[config.mk]
export PLATFORM = sky130hd
export DESIGN_NAME = ifetch
export DESIGN_NICKNAME = d
export VERILOG_FILES = /design/src/rtl/ifetch.sv
export SDC_FILE = /design/constraint.sdc
export NUM_CORES = 1
export LEC_CHECK = 0
export CAP_MARGIN = 0
export CORE_UTILIZATION = 46
export DETAILED_ROUTE_END_ITERATION = 16
export PLACE_DENSITY = 0.76
export SLEW_MARGIN = 25
export SYNTH_ARGS = -nofsm -noshare
export SYNTH_HDL_FRONTEND = slang
export SYNTH_SLANG_ARGS = --single-unit
[constraint.sdc]
create_clock -name clk -period 2.01 [get_ports clk]
set_input_delay 0.201 -clock clk [delete_from_list [all_inputs] [get_ports clk]]
set_output_delay 0.201 -clock clk [all_outputs]
set_load 0.03 [all_outputs]
[src/rtl/ifetch.sv]
// Instruction fetch stage: imem req/gnt/rvalid front end feeding an in-order buffer to decode.
// Optional build macro IFETCH_MISALIGN_EN adds the instr_fault output and misaligned-PC handling.
module ifetch #(
  parameter int unsigned XLEN  = 32,
  parameter int unsigned DEPTH = 2
) (
  input  logic            clk,
  input  logic            reset,
  input  logic [XLEN-1:0] Iaddress,
  input  logic            flush,
  output logic            pc_advance,
  output logic            imem_req,
  output logic [XLEN-1:0] imem_addr,
  input  logic            imem_gnt,
  input  logic            imem_rvalid,
  input  logic [31:0]     imem_rdata,
  output logic            instr_valid,
  output logic [31:0]     instr,
  output logic [XLEN-1:0] instr_pc,
`ifdef IFETCH_MISALIGN_EN
  output logic            instr_fault,
`endif
  input  logic            instr_ready
);

  localparam int unsigned CW = $clog2(DEPTH) + 1;
  localparam int unsigned PW = $clog2(DEPTH);
  localparam logic [0:0] RUN   = 1'b0;
  localparam logic [0:0] DRAIN = 1'b1;
`ifdef IFETCH_MISALIGN_EN
  localparam logic [31:0] NOP = 32'h0000_0013;
`endif

  logic [0:0]      state_q, state_d;
  logic [CW-1:0]   outst_q, outst_d;
  logic [CW-1:0]   discard_q, discard_d;
  logic [CW-1:0]   fcnt_q, fcnt_d;
  logic [PW-1:0]   fhead_q, fhead_d, ftail_q, ftail_d;
  logic [PW-1:0]   phead_q, phead_d, ptail_q, ptail_d;
  logic [31:0]     fifo_instr_q [DEPTH];
  logic [31:0]     fifo_instr_d [DEPTH];
  logic [XLEN-1:0] fifo_pc_q [DEPTH];
  logic [XLEN-1:0] fifo_pc_d [DEPTH];
  logic [XLEN-1:0] pend_q [DEPTH];
  logic [XLEN-1:0] pend_d [DEPTH];
`ifdef IFETCH_MISALIGN_EN
  logic            fifo_flt_q [DEPTH];
  logic            fifo_flt_d [DEPTH];
`endif

  logic [CW:0]     occ;
  logic [XLEN-1:0] fetch_addr;
  logic            credit, misalign, run_ok, grant, resp, mis_push, push, pop;

  // Request side: credit check, address formation, accept/response qualifiers
  always_comb begin
    occ        = (CW+1)'(outst_q) + (CW+1)'(fcnt_q);
    credit     = occ < (CW+1)'(DEPTH);
`ifdef IFETCH_MISALIGN_EN
    misalign   = Iaddress[1:0] != 2'b00;
    fetch_addr = Iaddress;
`else
    misalign   = 1'b0;
    fetch_addr = Iaddress & ~XLEN'(3);
`endif
    run_ok     = !reset && (state_q == RUN) && !flush && credit;
    imem_req   = run_ok && !misalign;
    imem_addr  = fetch_addr;
    grant      = imem_req && imem_gnt;
    // A faulting entry must queue behind every fetch still in flight
    mis_push   = run_ok && misalign && (outst_q == '0);
    pc_advance = grant || mis_push;
    resp       = imem_rvalid && (state_q == RUN) && (outst_q != '0);
    push       = resp || mis_push;
    pop        = (fcnt_q != '0) && instr_ready;
  end

  // Next state: flush/drain bookkeeping, pending-PC queue and output FIFO
  always_comb begin
    state_d      = state_q;
    outst_d      = outst_q;
    discard_d    = discard_q;
    fcnt_d       = fcnt_q;
    fhead_d      = fhead_q;
    ftail_d      = ftail_q;
    phead_d      = phead_q;
    ptail_d      = ptail_q;
    fifo_instr_d = fifo_instr_q;
    fifo_pc_d    = fifo_pc_q;
    pend_d       = pend_q;
`ifdef IFETCH_MISALIGN_EN
    fifo_flt_d   = fifo_flt_q;
`endif

    if (flush) begin
      outst_d = '0;
      fcnt_d  = '0;
      fhead_d = '0;
      ftail_d = '0;
      phead_d = '0;
      ptail_d = '0;
      // A response landing in the flush cycle retires one stale fetch immediately
      if (state_q == RUN) begin
        discard_d = outst_q + CW'(grant) - CW'(resp);
      end else if (imem_rvalid && (discard_q != '0)) begin
        discard_d = discard_q - CW'(1);
      end
      state_d = (discard_d != '0) ? DRAIN : RUN;
    end else if (state_q == DRAIN) begin
      if (imem_rvalid && (discard_q != '0)) begin
        discard_d = discard_q - CW'(1);
      end
      if (discard_d == '0) begin
        state_d = RUN;
      end
    end else begin
      if (grant) begin
        pend_d[ptail_q] = fetch_addr;
        ptail_d         = ptail_q + PW'(1);
      end
      if (resp) begin
        fifo_instr_d[ftail_q] = imem_rdata;
        fifo_pc_d[ftail_q]    = pend_q[phead_q];
`ifdef IFETCH_MISALIGN_EN
        fifo_flt_d[ftail_q]   = 1'b0;
`endif
        phead_d = phead_q + PW'(1);
      end
`ifdef IFETCH_MISALIGN_EN
      if (mis_push) begin
        fifo_instr_d[ftail_q] = NOP;
        fifo_pc_d[ftail_q]    = Iaddress;
        fifo_flt_d[ftail_q]   = 1'b1;
      end
`endif
      if (push) begin
        ftail_d = ftail_q + PW'(1);
      end
      if (pop) begin
        fhead_d = fhead_q + PW'(1);
      end
      outst_d = outst_q + CW'(grant) - CW'(resp);
      fcnt_d  = fcnt_q + CW'(push) - CW'(pop);
    end
  end

  always_ff @(posedge clk) begin
    if (reset) begin
      state_q      <= RUN;
      outst_q      <= '0;
      discard_q    <= '0;
      fcnt_q       <= '0;
      fhead_q      <= '0;
      ftail_q      <= '0;
      phead_q      <= '0;
      ptail_q      <= '0;
      fifo_instr_q <= '{default: '0};
      fifo_pc_q    <= '{default: '0};
      pend_q       <= '{default: '0};
`ifdef IFETCH_MISALIGN_EN
      fifo_flt_q   <= '{default: 1'b0};
`endif
    end else begin
      state_q      <= state_d;
      outst_q      <= outst_d;
      discard_q    <= discard_d;
      fcnt_q       <= fcnt_d;
      fhead_q      <= fhead_d;
      ftail_q      <= ftail_d;
      phead_q      <= phead_d;
      ptail_q      <= ptail_d;
      fifo_instr_q <= fifo_instr_d;
      fifo_pc_q    <= fifo_pc_d;
      pend_q       <= pend_d;
`ifdef IFETCH_MISALIGN_EN
      fifo_flt_q   <= fifo_flt_d;
`endif
    end
  end

  // Decode side sees only the FIFO head registers
  assign instr_valid = fcnt_q != '0;
  assign instr       = fifo_instr_q[fhead_q];
  assign instr_pc    = fifo_pc_q[fhead_q];
`ifdef IFETCH_MISALIGN_EN
  assign instr_fault = fifo_flt_q[fhead_q];
`endif

`ifndef SYNTHESIS
  always_ff @(posedge clk) begin
    if (!reset && imem_rvalid && (state_q == RUN)) begin
      assert (outst_q != '0) else $error("ifetch: imem_rvalid with no fetch outstanding");
    end
  end
`endif

endmodule

### Word-level counts from Yosys, hierarchy flattened

Index checks and enable logic that the tools add are counted.

* flip-flop bits (word level): 203
* input bits: 70
* output and inout port bits: 99
* word-level logic and storage cells: 88

* $add $sub $neg: 10
* magnitude comparators: 7
* mux-type cells: 27
* bitwise gates (word level): 6
* reduce and logical (&&, ||, !) cells: 24

Operators by type and width (number)
* $mux 32: 11
* $bwmux 64: 3
* $demux 32 s1: 2
* $mux 2: 7
* $logic_and 1x1->1: 10
* $reduce_bool 2->1: 5
* $ge 2x2->1 const B: 4
* $not 1->2: 4
* $reduce_and 2->1: 3
* $reduce_and 3->1: 2
* $add 1x1->1 const B: 4
* $add 2x1->2: 2
* $lt 2x1->1 const B: 2
* $mux 1: 4
* $sub 2x1->2: 2
* $add 2x2->3: 1
* $lt 3x2->1 const B: 1
* $logic_not 1->1: 2
* $logic_not 2->1: 1
* $not 1->1: 2
* $reduce_or 2->1: 1
* $sub 2x1->2 const B: 1

### Depth between registers and ports, before layout

Gate-level depths: netlist of run 1.

* depth after elaboration: 12
* depth in mapped cells: 9
* depth with buffers taken out: 9

### Worst setup path after synthesis of run 1

Ideal clock, no wire load.

* path type: reg2reg
* start: register outst_q[0]
* end: register state_q
* data arrival time: 2.375 ns
* required time: 1.940 ns
* setup slack: -0.435 ns
* cell stages (with the launch flop): 10
* buffers on the path: 0
* period minus slack after synthesis: 2.445 ns
* cells stage by stage: dfxtp_1 > and2_1 > fa_1 > nor3_2 > and3_1 > ha_1 > xnor3_1 > nor2_1 > mux2i_1 > a21oi_1

* word-level cells in the longest chain between the ends: 11
* elaborated cells between the ends (all ways): 13
* classes of those cells: add/sub (3); order compare (1); mux (4); reduce/logical (5)

Ends and longest elaborated chain
* start, declared: RTL line 35 `logic [CW-1:0] outst_q, outst_d;`
* start signal, assigned: RTL line 165 `outst_q <= outst_d;`
* $add 2x2->3: RTL line 57 `occ = (CW+1)'(outst_q) + (CW+1)'(fcnt_q);`
* $lt 3x2->1: RTL line 58 `credit = occ < (CW+1)'(DEPTH);`
* $logic_and 1x1->1: RTL line 66 `run_ok = !reset && (state_q == RUN) && !flush && credit;`
* $logic_and 1x1->1: RTL line 69 `grant = imem_req && imem_gnt;`
* via pc_advance: RTL line 11 `output logic pc_advance,`
* $add 2x1->2: RTL line 104 `discard_d = outst_q + CW'(grant) - CW'(resp);`
* $sub 2x1->2: RTL line 104
* $mux 2: RTL line 103 `if (state_q == RUN) begin`
* $mux 2: RTL line 95 `if (flush) begin`
* $reduce_bool 2->1: RTL line 108 `state_d = (discard_d != '0) ? DRAIN : RUN;`
* $mux 1: RTL line 108
* $mux 1: RTL line 95
* end signal, assigned: RTL line 164 `state_q <= state_d;`
* end, declared: RTL line 34 `logic [0:0] state_q, state_d;`

The timed path passes the listed nets, and every way through them passes these cells. The select of a mux whose other input is x is not followed.
A chain may end at the register's enable or synchronous reset.

### Final worst setup path of run 1

* start: register outst_q[0]
* end: output port pc_advance

* word-level cells in the longest chain between the ends: 4

Ends and longest elaborated chain (RTL line)
* $add 2x2->3: 57
* $lt 3x2->1: 58
* $logic_and 1x1->1: 66
* $logic_and 1x1->1: 69
* end, declared: 11

Every way passes these cells.

==> metrics.sh, run 1 <==
RUN_STATUS='finished, violations left'
R2R-END='state_q$_SDFF_PP0_'
NUM_IO_PINS=169
ROUTEDWLPERCELL_UM=16.1
COMBINATIONALPOWERSHARE_PCT=8.9
WORSTSETUPENDPOINT='pc_advance'
POST_SYNTH_NUM_CELL_TYPES=39
PRE_REPAIR_DR_ITERATION_COUNT=6
POWER-PER-CELL-AREA_nW_PER_UM2=743
YS.WARNINGS.COUNT=0
DIE_Y_UM=136
RRSETUPSLACK_NS=-0.15
FINAL_HOLD_VIOL_COUNT=0
CTSHTREEMAXLEVEL=4
CRITICAL_PATH.CELL_CHAIN='and2_4, fa_1, nor3_2, and3_4, buf_6, buf_6'
FINAL_NETS=1153
DRT_FIRST_ITER_VIOLATIONS=374
SYNTH_CELL_AREA_UM2=8250
PATH_CLK_SLEW_NS=0.07
POWER_SHARE_OF_THE_CLOCK_GROUP_PCT=43.2
DRT.ANTENNA.VIOLATING_NETS=0
DIE_W_UM=136
SYNTHFLOPTYPE='sky130_fd_sc_hd__dfxtp_1'
WORST_SKEW_PAIR_LATENCY_NS=0.44
SYNTH-SEQ-AREA-SHARE_PCT=47.3
GRT_ANTENNA_BEFORE_REPAIR=0
CPLARGESTDELAYFAMILY='simple AND/OR/NAND/NOR gates'
CRITPATHSLOWESTCELL='sky130_fd_sc_hd__fa_1'
TIMING.CRITICAL_PATH.BUF_INV=2
GPL.FINAL_WEIGHTED_CONGESTION=0.753
SYNTH.AREA.MUX_SHARE_PCT=12.5
TOTAL_POWER_uW=8220
PATH_CLASS='register to output port'
TIMING_WORST_SLEW_PIN_VALUE_NS=1.01
DETAILROUTE.VIA_COUNT=6851
SYN2LAYOUT_AREA_GROWTH_PCT=34.2
MAXSLEWHEADROOM_PCT=32.7
SYN_AREA_PER_CELL_UM2=8.65
POWER.SWITCHING_uW=1970
POSTSYNTHREGISTERBITS=195
CLOCK_TREE_FROM_TRITONCTS='built'
FINAL_CORE_UTILIZATION_PCT=63.5
SYNTH-SIMPLE-AREA-SHARE_PCT=16.3
CRITICAL_PATH_REQUIRED_NS=1.81
SYNTH-ADDER-AREA-SHARE_PCT=1.00
PORTBUFFERS=162
SYNTH-COMPOUND-AREA-SHARE_PCT=13.9
SETUP_VIOL_COUNT_FINAL=66
AREA_OF_THE_DIE_UM2=18500
SYNTH-XOR-AREA-SHARE_PCT=1.02
TIMING.CRITICAL_PATH.SLOWEST_CELL_DELAY_NS=0.44
GRT_MAX_DEGREE=189
INITIAL_CORE_UTIL_PCT=47.4
P_INT_uW=6240
CORE_REGION_AREA_UM2=17400
POWER.SWITCHING_FRACTION_PCT=24.0
FP-ROW-COUNT=48
CELL_TYPE_WITH_THE_HIGHEST_OCCURRENCE_COUNT_ON_THE_CRITICAL_PATH='sky130_fd_sc_hd__buf_6'
REG2REG_FROM='outst_q[0]$_SDFFE_PP0N_'
MAX_FREQ_MHz=459
WORSTHOLDPATHTYPE='primary input to register'
CP.DEPTH=6
GLOBAL_ROUTE.USAGE.TOTAL_PCT=21.6
FINAL.MIN_CLOCK_PERIOD_NS=2.18
CP-END-KIND='output port'
CLOCKROOTBUFFER='sky130_fd_sc_hd__clkbuf_16'
STATIC-LEAKAGE-POWER_uW=0.00410
STARTPOINT_TYPE='register'
DRT-VIAS-PER-INSTANCE=5.21
MAXIMUM_VDD_DROP_mV=0.611
SYNTH_TOP_FAMILY_BY_AREA='simple AND/OR/NAND/NOR gates'
CTS-BUFFERS-INSERTED=17
GRT_REMAINING_OVERFLOW=0
STARTPOINT='outst_q[0]$_SDFFE_PP0N_'
ANTENNA_CELLS=0
CRITICAL_PATH_PEAK_FANOUT=2
FAILING_CHECKS='negative setup slack'
WORST_SLACK_NS=-0.169
DRIVE_GT1_SHARE_PCT=19.9
DP_HPWL_UM=11600
P_SEQ_SHARE_PCT=47.8
MAXSLEWVIOLCOUNT=0
CLOCK-SINKS=195
CTS_HOLD_REPAIR.BUFFERS=0
FINAL_MIN_PERIOD_OVER_CLOCK_PERIOD_PCT=108
GRT_FIRST_PASS_WIRELENGTH_UM=31600
NFILLCELLS=1496
REG2REG_DEPTH=10
CRITICAL_PATH_ARRIVAL_NS=1.98
YS_ASYNC_SR_FRACTION_PCT=0
NUMBER_OF_VIOLATIONS_OF_THE_MAX_CAPACITANCE_LIMIT=0
RSZ0062_AT_GRT='true'
SYNTH_ENABLE_FLOP_CELLS=0
GRT_PASS1_VIAS=6473
FINAL.SETUP_SKEW_NS=0.00921
CTS_MAX_PATH_BUFFERS=2
NETLIST_INSTANCES=954
WIRELENGTH_ROUTED_UM=21200
DETAIL_ROUTE.DRC_VIOLATIONS=0
## power by group through the flow
stage	logic, uW	clock network (uW)	registers (uW)
after floorplan	395	0	4020
after global placement	679	0	4020
after detailed placement	681	0	4020
after CTS	701	3610	3930
after global routing	781	3750	3930
final	735	3550	3930
## cell type report
cell class | count | area (um^2) | share of cell area, %
clock inverters | 14 | 175 | 1.58
flip-flops and latches | 195 | 3910 | 35.3
well taps | 225 | 282 | 2.54
multi-input cells | 647 | 4000 | 36.1
inverters | 8 | 30.0 | 0.271
clock buffers | 18 | 439 | 3.97
repair buffers | 208 | 2230 | 20.2
## state kept, by name, summed over array words and instances, names as in the netlist, 2 cells and up
register,flops
discard_q,2
outst_q,2
pend_q,60
fcnt_q,2
fifo_instr_q,64
fifo_pc_q,60
## worst reg2reg max path, cell delays in order (launching register included)
cell                      delay (ns)
sky130_fd_sc_hd__dfxtp_2        0.32
sky130_fd_sc_hd__and2_4         0.15
sky130_fd_sc_hd__fa_1           0.44
sky130_fd_sc_hd__nor3_2         0.18
sky130_fd_sc_hd__and3_4         0.23
sky130_fd_sc_hd__buf_6          0.09
sky130_fd_sc_hd__ha_4           0.12
sky130_fd_sc_hd__xnor3_1        0.22
sky130_fd_sc_hd__nor2_2         0.12
sky130_fd_sc_hd__mux2i_1        0.08
sky130_fd_sc_hd__a21oi_1        0.12
## synth_stat cells (2+ instances only)
library cell | count | area [um^2]
sky130_fd_sc_hd__a211oi_1 | 61 | 458
sky130_fd_sc_hd__a21oi_1 | 129 | 646
sky130_fd_sc_hd__and2_1 | 2 | 12.5
sky130_fd_sc_hd__buf_1 | 6 | 22.5
sky130_fd_sc_hd__buf_2 | 22 | 110
sky130_fd_sc_hd__buf_4 | 37 | 278
sky130_fd_sc_hd__buf_6 | 8 | 90.1
sky130_fd_sc_hd__clkbuf_1 | 34 | 128
sky130_fd_sc_hd__dfxtp_1 | 195 | 3900
sky130_fd_sc_hd__ha_1 | 5 | 62.6
sky130_fd_sc_hd__inv_1 | 8 | 30.0
sky130_fd_sc_hd__mux2_2 | 62 | 698
sky130_fd_sc_hd__mux2i_1 | 33 | 330
sky130_fd_sc_hd__nand2_1 | 250 | 938
sky130_fd_sc_hd__nor2_1 | 70 | 263
sky130_fd_sc_hd__o21ai_0 | 2 | 10.0
sky130_fd_sc_hd__or2_2 | 2 | 12.5
sky130_fd_sc_hd__or3_1 | 2 | 12.5
sky130_fd_sc_hd__xnor2_1 | 6 | 52.6
## through the flow
step           std cells  TNS, ns  hold slack, ns  instance area [um^2]  setup slack [ns]
4_1_cts             1304   -11.40           0.329                 10800            -0.261
3_5_place_dp        1265   -0.379           0.444                  9940            -0.124
2_1_floorplan        957   -0.673           0.337                  8290            -0.176
3_3_place_gp        1265   -0.246           0.437                  9940            -0.110
5_1_grt             1315   -12.55           0.337                 11100            -0.296
6_report            1315    -7.69           0.339                 11100            -0.169
## routing by layer
layer / vias to the layer above / routed length (um) / GRT usage [%]
li1: 3420 / - / -
met1: 3198 / 9410 / 27.3
met2: 201 / 10100 / 36.7
met3: 32 / 1240 / 4.21
met4: 0 / 401 / 7.04
met5: - / 0 / 0
## layout by cell type (no fill, tap or decap), types with 3 or more instances in the layout
master and count:
sky130_fd_sc_hd__dfxtp_2 3, sky130_fd_sc_hd__dfxtp_1 191, sky130_fd_sc_hd__buf_6 9, sky130_fd_sc_hd__dlygate4sd2_1 50, sky130_fd_sc_hd__conb_1 4, sky130_fd_sc_hd__buf_4 21, sky130_fd_sc_hd__buf_12 14, sky130_fd_sc_hd__a21oi_2 18
sky130_fd_sc_hd__mux2_2 62, sky130_fd_sc_hd__nor2_1 68, sky130_fd_sc_hd__inv_6 4, sky130_fd_sc_hd__mux2i_1 33, sky130_fd_sc_hd__a211oi_1 60, sky130_fd_sc_hd__ha_1 4, sky130_fd_sc_hd__nand2_4 16, sky130_fd_sc_hd__clkdlybuf4s50_1 96
sky130_fd_sc_hd__xnor2_1 6, sky130_fd_sc_hd__bufinv_16 3, sky130_fd_sc_hd__clkinv_2 3, sky130_fd_sc_hd__a21oi_1 111, sky130_fd_sc_hd__nand2_1 219, sky130_fd_sc_hd__clkdlybuf4s15_1 10, sky130_fd_sc_hd__clkbuf_16 23, sky130_fd_sc_hd__inv_1 8
sky130_fd_sc_hd__nand2_2 15
## how the worst min path moves through the flow
stage                                  startpoint                       endpoint  slack, ns  depth (start not counted)
floorplan                           imem_rdata[0]   fifo_instr_q[0]$_SDFFE_PP0P_       0.34                          2
global placement          pend_q[26]$_SDFFE_PP0P_        pend_q[26]$_SDFFE_PP0P_       0.44                          2
detailed placement  fifo_instr_q[42]$_SDFFE_PP0P_  fifo_instr_q[42]$_SDFFE_PP0P_       0.44                          2
CTS                                imem_rdata[28]  fifo_instr_q[60]$_SDFFE_PP0P_       0.33                          3
global route                       imem_rdata[28]  fifo_instr_q[60]$_SDFFE_PP0P_       0.34                          3
finish                             imem_rdata[28]  fifo_instr_q[60]$_SDFFE_PP0P_       0.34                          3
## timing repair
item,in CTS,in global routing
buffers inserted,5,4
resized for setup,117,41
setup endpoints to repair,125,93
pin swaps,35,21
gates cloned,2,8
## cells by family after synthesis
kind of cell    Yosys count
simple gates            338
compound gates          196
flops                   195
buf+inv                 115
mux                      95
xor+xnor                  8
fa+ha+maj                 6
other cells               1
No activity file was read; power rests on OpenSTA's default activity.
==> inputs of run 2 (changes only) <==
Settings changed: CTS_CLUSTER_DIAMETER set to 120.
==> results of run 2 <==
Same layout as run 1: the final DEF is identical, and so are final timing and power.
==> inputs of run 3 (changes only) <==
Settings changed: SLEW_MARGIN 25 to unset.
Clock period 2.01 ns to 1.85 ns, I/O delays scaled along.
==> run 3 against run 2 <==
  * The run still ends with negative setup slack left
  * Critical path depth up 5
  * Power rose by 7.2%
  * Wire length grew 6.7%
  * Via count is 3.2% higher
  * Clock-buffer cell count is 1 lower
  * Final cell count up 1.9%
  * Sequential cell count unchanged
  * Clock power rose by 4%
  * Combinational power up 14%
  * Largest cell class unchanged
==> metrics.sh, run 3 (same netlist as run 1, synthesis figures left out) <==
CRITICAL_PATH_PEAK_FANOUT=2
DETAIL_ROUTE.DRC_VIOLATIONS=0
FINAL_CELL_MIX='sky130_fd_sc_hd__nand2_1, sky130_fd_sc_hd__dfxtp_1, sky130_fd_sc_hd__a21oi_1, sky130_fd_sc_hd__clkdlybuf4s50_1, sky130_fd_sc_hd__nor2_1'
P_INT_uW=6610
HOLD_STARTPOINT='reset'
PLACED_CELLS=1286
SETUP_VIOL_COUNT_FINAL=68
DIE_W_UM=136
NFILLCELLS=1386
DRT_FIRST_ITER_VIOLATIONS=436
NUM_IO_PINS=169
P_SEQ_SHARE_PCT=48.5
CPLARGESTDELAYFAMILY='simple AND/OR/NAND/NOR gates'
DP_HPWL_UM=12500
FINAL_HOLD_VIOL_COUNT=0
MIN_DELAY_ENDPOINT='fifo_instr_q[63]$_SDFFE_PP0P_'
HOLD_DEPTH=3
WORST_SKEW_PAIR_LATENCY_NS=0.44
DRT.ANTENNA.VIOLATING_NETS=0
PORTBUFFERS=162
TIMING_WORST_SLEW_PIN_VALUE_NS=1.40
PATH_CLASS='register to register'
WORST_SLACK_NS=-0.357
STATIC-LEAKAGE-POWER_uW=0.00422
POWER-PER-CELL-AREA_nW_PER_UM2=775
DETAILROUTE.VIA_COUNT=7072
FINISH.CELL_COUNT_WITHOUT_FILLERS=1340
ROUTEDWLPERCELL_UM=16.9
CTS_MAX_PATH_BUFFERS=2
AREA_OF_THE_DIE_UM2=18500
CTS-BUFFERS-INSERTED=17
MAXIMUM_VDD_DROP_mV=0.661
COMBINATIONALPOWERSHARE_PCT=9.5
PRE_REPAIR_DR_ITERATION_COUNT=5
FINAL.MIN_CLOCK_PERIOD_NS=2.21
GRT_FIRST_PASS_WIRELENGTH_UM=31800
GPL.FINAL_WEIGHTED_CONGESTION=0.800
MAXSLEWHEADROOM_PCT=6.95
LARGEST_REG_FLOPS=64
CRITICAL_PATH_ARRIVAL_NS=2.57
MAX_FREQ_MHz=453
REG_TOP3='fifo_instr_q: 64 flops, fifo_pc_q: 60 flops, pend_q: 60 flops'
POWER.SWITCHING_FRACTION_PCT=24.9
CTSHTREEMAXLEVEL=4
FP-ROW-COUNT=48
CRITICAL_PATH.CELL_CHAIN='and2_4, fa_1, nor3_2, and3_4, buf_6, ha_4, xnor3_1, nor2_2, buf_4, a211oi_2, nor3_1'
FINAL_NETS=1178
DIE_Y_UM=136
GRT_ANTENNA_BEFORE_REPAIR=0
INITIAL_CORE_UTIL_PCT=47.4
POWER.SWITCHING_uW=2190
GRT_MAX_DEGREE=111
NUMBER_OF_VIOLATIONS_OF_THE_MAX_CAPACITANCE_LIMIT=0
CLOCK_TREE_FROM_TRITONCTS='built'
SYN2LAYOUT_AREA_GROWTH_PCT=37.8
CP-END-KIND='register'
WIRELENGTH_ROUTED_UM=22600
R2R-END='discard_q[1]$_SDFFE_PP0P_'
CLOCKROOTBUFFER='sky130_fd_sc_hd__clkbuf_16'
GLOBAL_ROUTE.USAGE.TOTAL_PCT=21.9
GRT_REMAINING_OVERFLOW=0
WORST_HOLD_SLACK_NS=0.279
DRIVE_GT1_SHARE_PCT=30.6
CLOCK-SINKS=195
FINAL.SETUP_SKEW_NS=0.0114
REGMOSTFLOPS='fifo_instr_q'
ANTENNA_CELLS=0
CTS_HOLD_REPAIR.BUFFERS=0
STARTPOINT='outst_q[0]$_SDFFE_PP0N_'
WORSTHOLDPATHTYPE='primary input to register'
FAILING_CHECKS='negative setup slack'
PATH_CLK_SLEW_NS=0.07
CORE_REGION_AREA_UM2=17400
RRSETUPSLACK_NS=-0.36
REG2REG_FROM='outst_q[0]$_SDFFE_PP0N_'
MOST_COMMON_CELL_AFTER_LAYOUT_FILL_AND_TAPS_ASIDE='sky130_fd_sc_hd__nand2_1'
POWER_SHARE_OF_THE_CLOCK_GROUP_PCT=41.9
FINAL_MIN_PERIOD_OVER_CLOCK_PERIOD_PCT=119
CRITICAL_PATH_REQUIRED_NS=2.21
TIMING.CRITICAL_PATH.BUF_INV=2
REG2REG_DEPTH=11
GRT_PASS1_VIAS=6395
CRITPATHSLOWESTCELL='sky130_fd_sc_hd__fa_1'
MAXSLEWVIOLCOUNT=0
DRT-VIAS-PER-INSTANCE=5.28
RUN_STATUS='finished, violations left'
STARTPOINT_TYPE='register'
RSZ0062_AT_GRT='true'
TIMING.CRITICAL_PATH.SLOWEST_CELL_DELAY_NS=0.45
-- run 3: cell count changes in the layout (fill, tap and decap cells not counted), sizes merged --
cell / previous run / this run
buf: 46 / 121
bufinv: 3 / 2
clkinvlp: 2 / 4
clkdlybuf4s15: 10 / 5
dlygate4sd2: 50 / 1
clkbuf: 24 / 27
clkinv: 4 / 6
inv: 13 / 11
-- run 3: layer usage --
| metal | vias to the layer above | track usage (%) | wire length, um |
|---|---|---|---|
| met3 | 26 | 3.88 | 1090 |
| li1 | 3473 | - | - |
| met2 | 200 | 37.6 | 11300 |
| met4 | 0 | 5.99 | 377 |
| met1 | 3373 | 28.2 | 9850 |
| met5 | - | 0 | 0 |
-- run 3: stage by stage --
| step | instance area, um^2 | TNS (ns) | utilization, % | power (uW) | setup slack (ns) |
|---|---|---|---|---|---|
| 2_1_floorplan | 8300 | -1.46 | - | 4800 | -0.336 |
| 3_3_place_gp | 10100 | -5.15 | 58.3 | 5120 | -0.223 |
| 3_5_place_dp | 10100 | -8.43 | 58.3 | 5120 | -0.288 |
| 4_1_cts | 10600 | -13.83 | 61.0 | 8760 | -0.282 |
| 5_1_grt | 11400 | -20.47 | 65.3 | 9050 | -0.432 |
| 6_report | 11400 | -15.95 | 65.3 | 8810 | -0.357 |
-- run 3: worst max-delay path by stage --
stage | slack, ns | to | cells past startpoint
after floorplan | -0.34 | state_q$_SDFF_PP0_ | 9
after global placement | -0.22 | fcnt_q[1]$_SDFFE_PP0N_ | 10
after detailed placement | -0.29 | fcnt_q[1]$_SDFFE_PP0N_ | 10
after CTS | -0.28 | pc_advance | 6
after global routing | -0.43 | state_q$_SDFF_PP0_ | 10
final | -0.36 | discard_q[1]$_SDFFE_PP0P_ | 11
-- run 3: area by class of cell --
cell class,instances,area (um^2),area share (%)
flip-flops and latches,195,3920,34.4
repair buffers,233,2300,20.3
multi-input cells,647,4260,37.4
well taps,225,282,2.48
inverters,8,30.0,0.264
clock buffers,17,425,3.74
clock inverters,15,156,1.38
-- run 3: timing repair --
item                                    4_1_cts  5_1_grt
endpoints found under the setup margin      128      102
pin swaps                                     4       86
resized for setup                           294      148
buffers inserted                              4        5
gates cloned                                  2       11
-- run 3: power by group through the flow --
stage	combinational (uW)	sequential, uW	clock, uW
after global placement	748	4370	0
after detailed placement	752	4370	0
after CTS	758	4270	3730
after global routing	887	4280	3880
final	839	4270	3690
after floorplan	431	4360	0
-- run 3: worst reg2reg max path, stage by stage (launching register included) --
cell and delay [ns]:
sky130_fd_sc_hd__dfxtp_2 0.32, sky130_fd_sc_hd__and2_4 0.15, sky130_fd_sc_hd__fa_1 0.45, sky130_fd_sc_hd__nor3_2 0.15, sky130_fd_sc_hd__and3_4 0.22, sky130_fd_sc_hd__buf_6 0.10
sky130_fd_sc_hd__ha_4 0.12, sky130_fd_sc_hd__xnor3_1 0.22, sky130_fd_sc_hd__nor2_2 0.13, sky130_fd_sc_hd__buf_4 0.13, sky130_fd_sc_hd__a211oi_2 0.03, sky130_fd_sc_hd__nor3_1 0.12
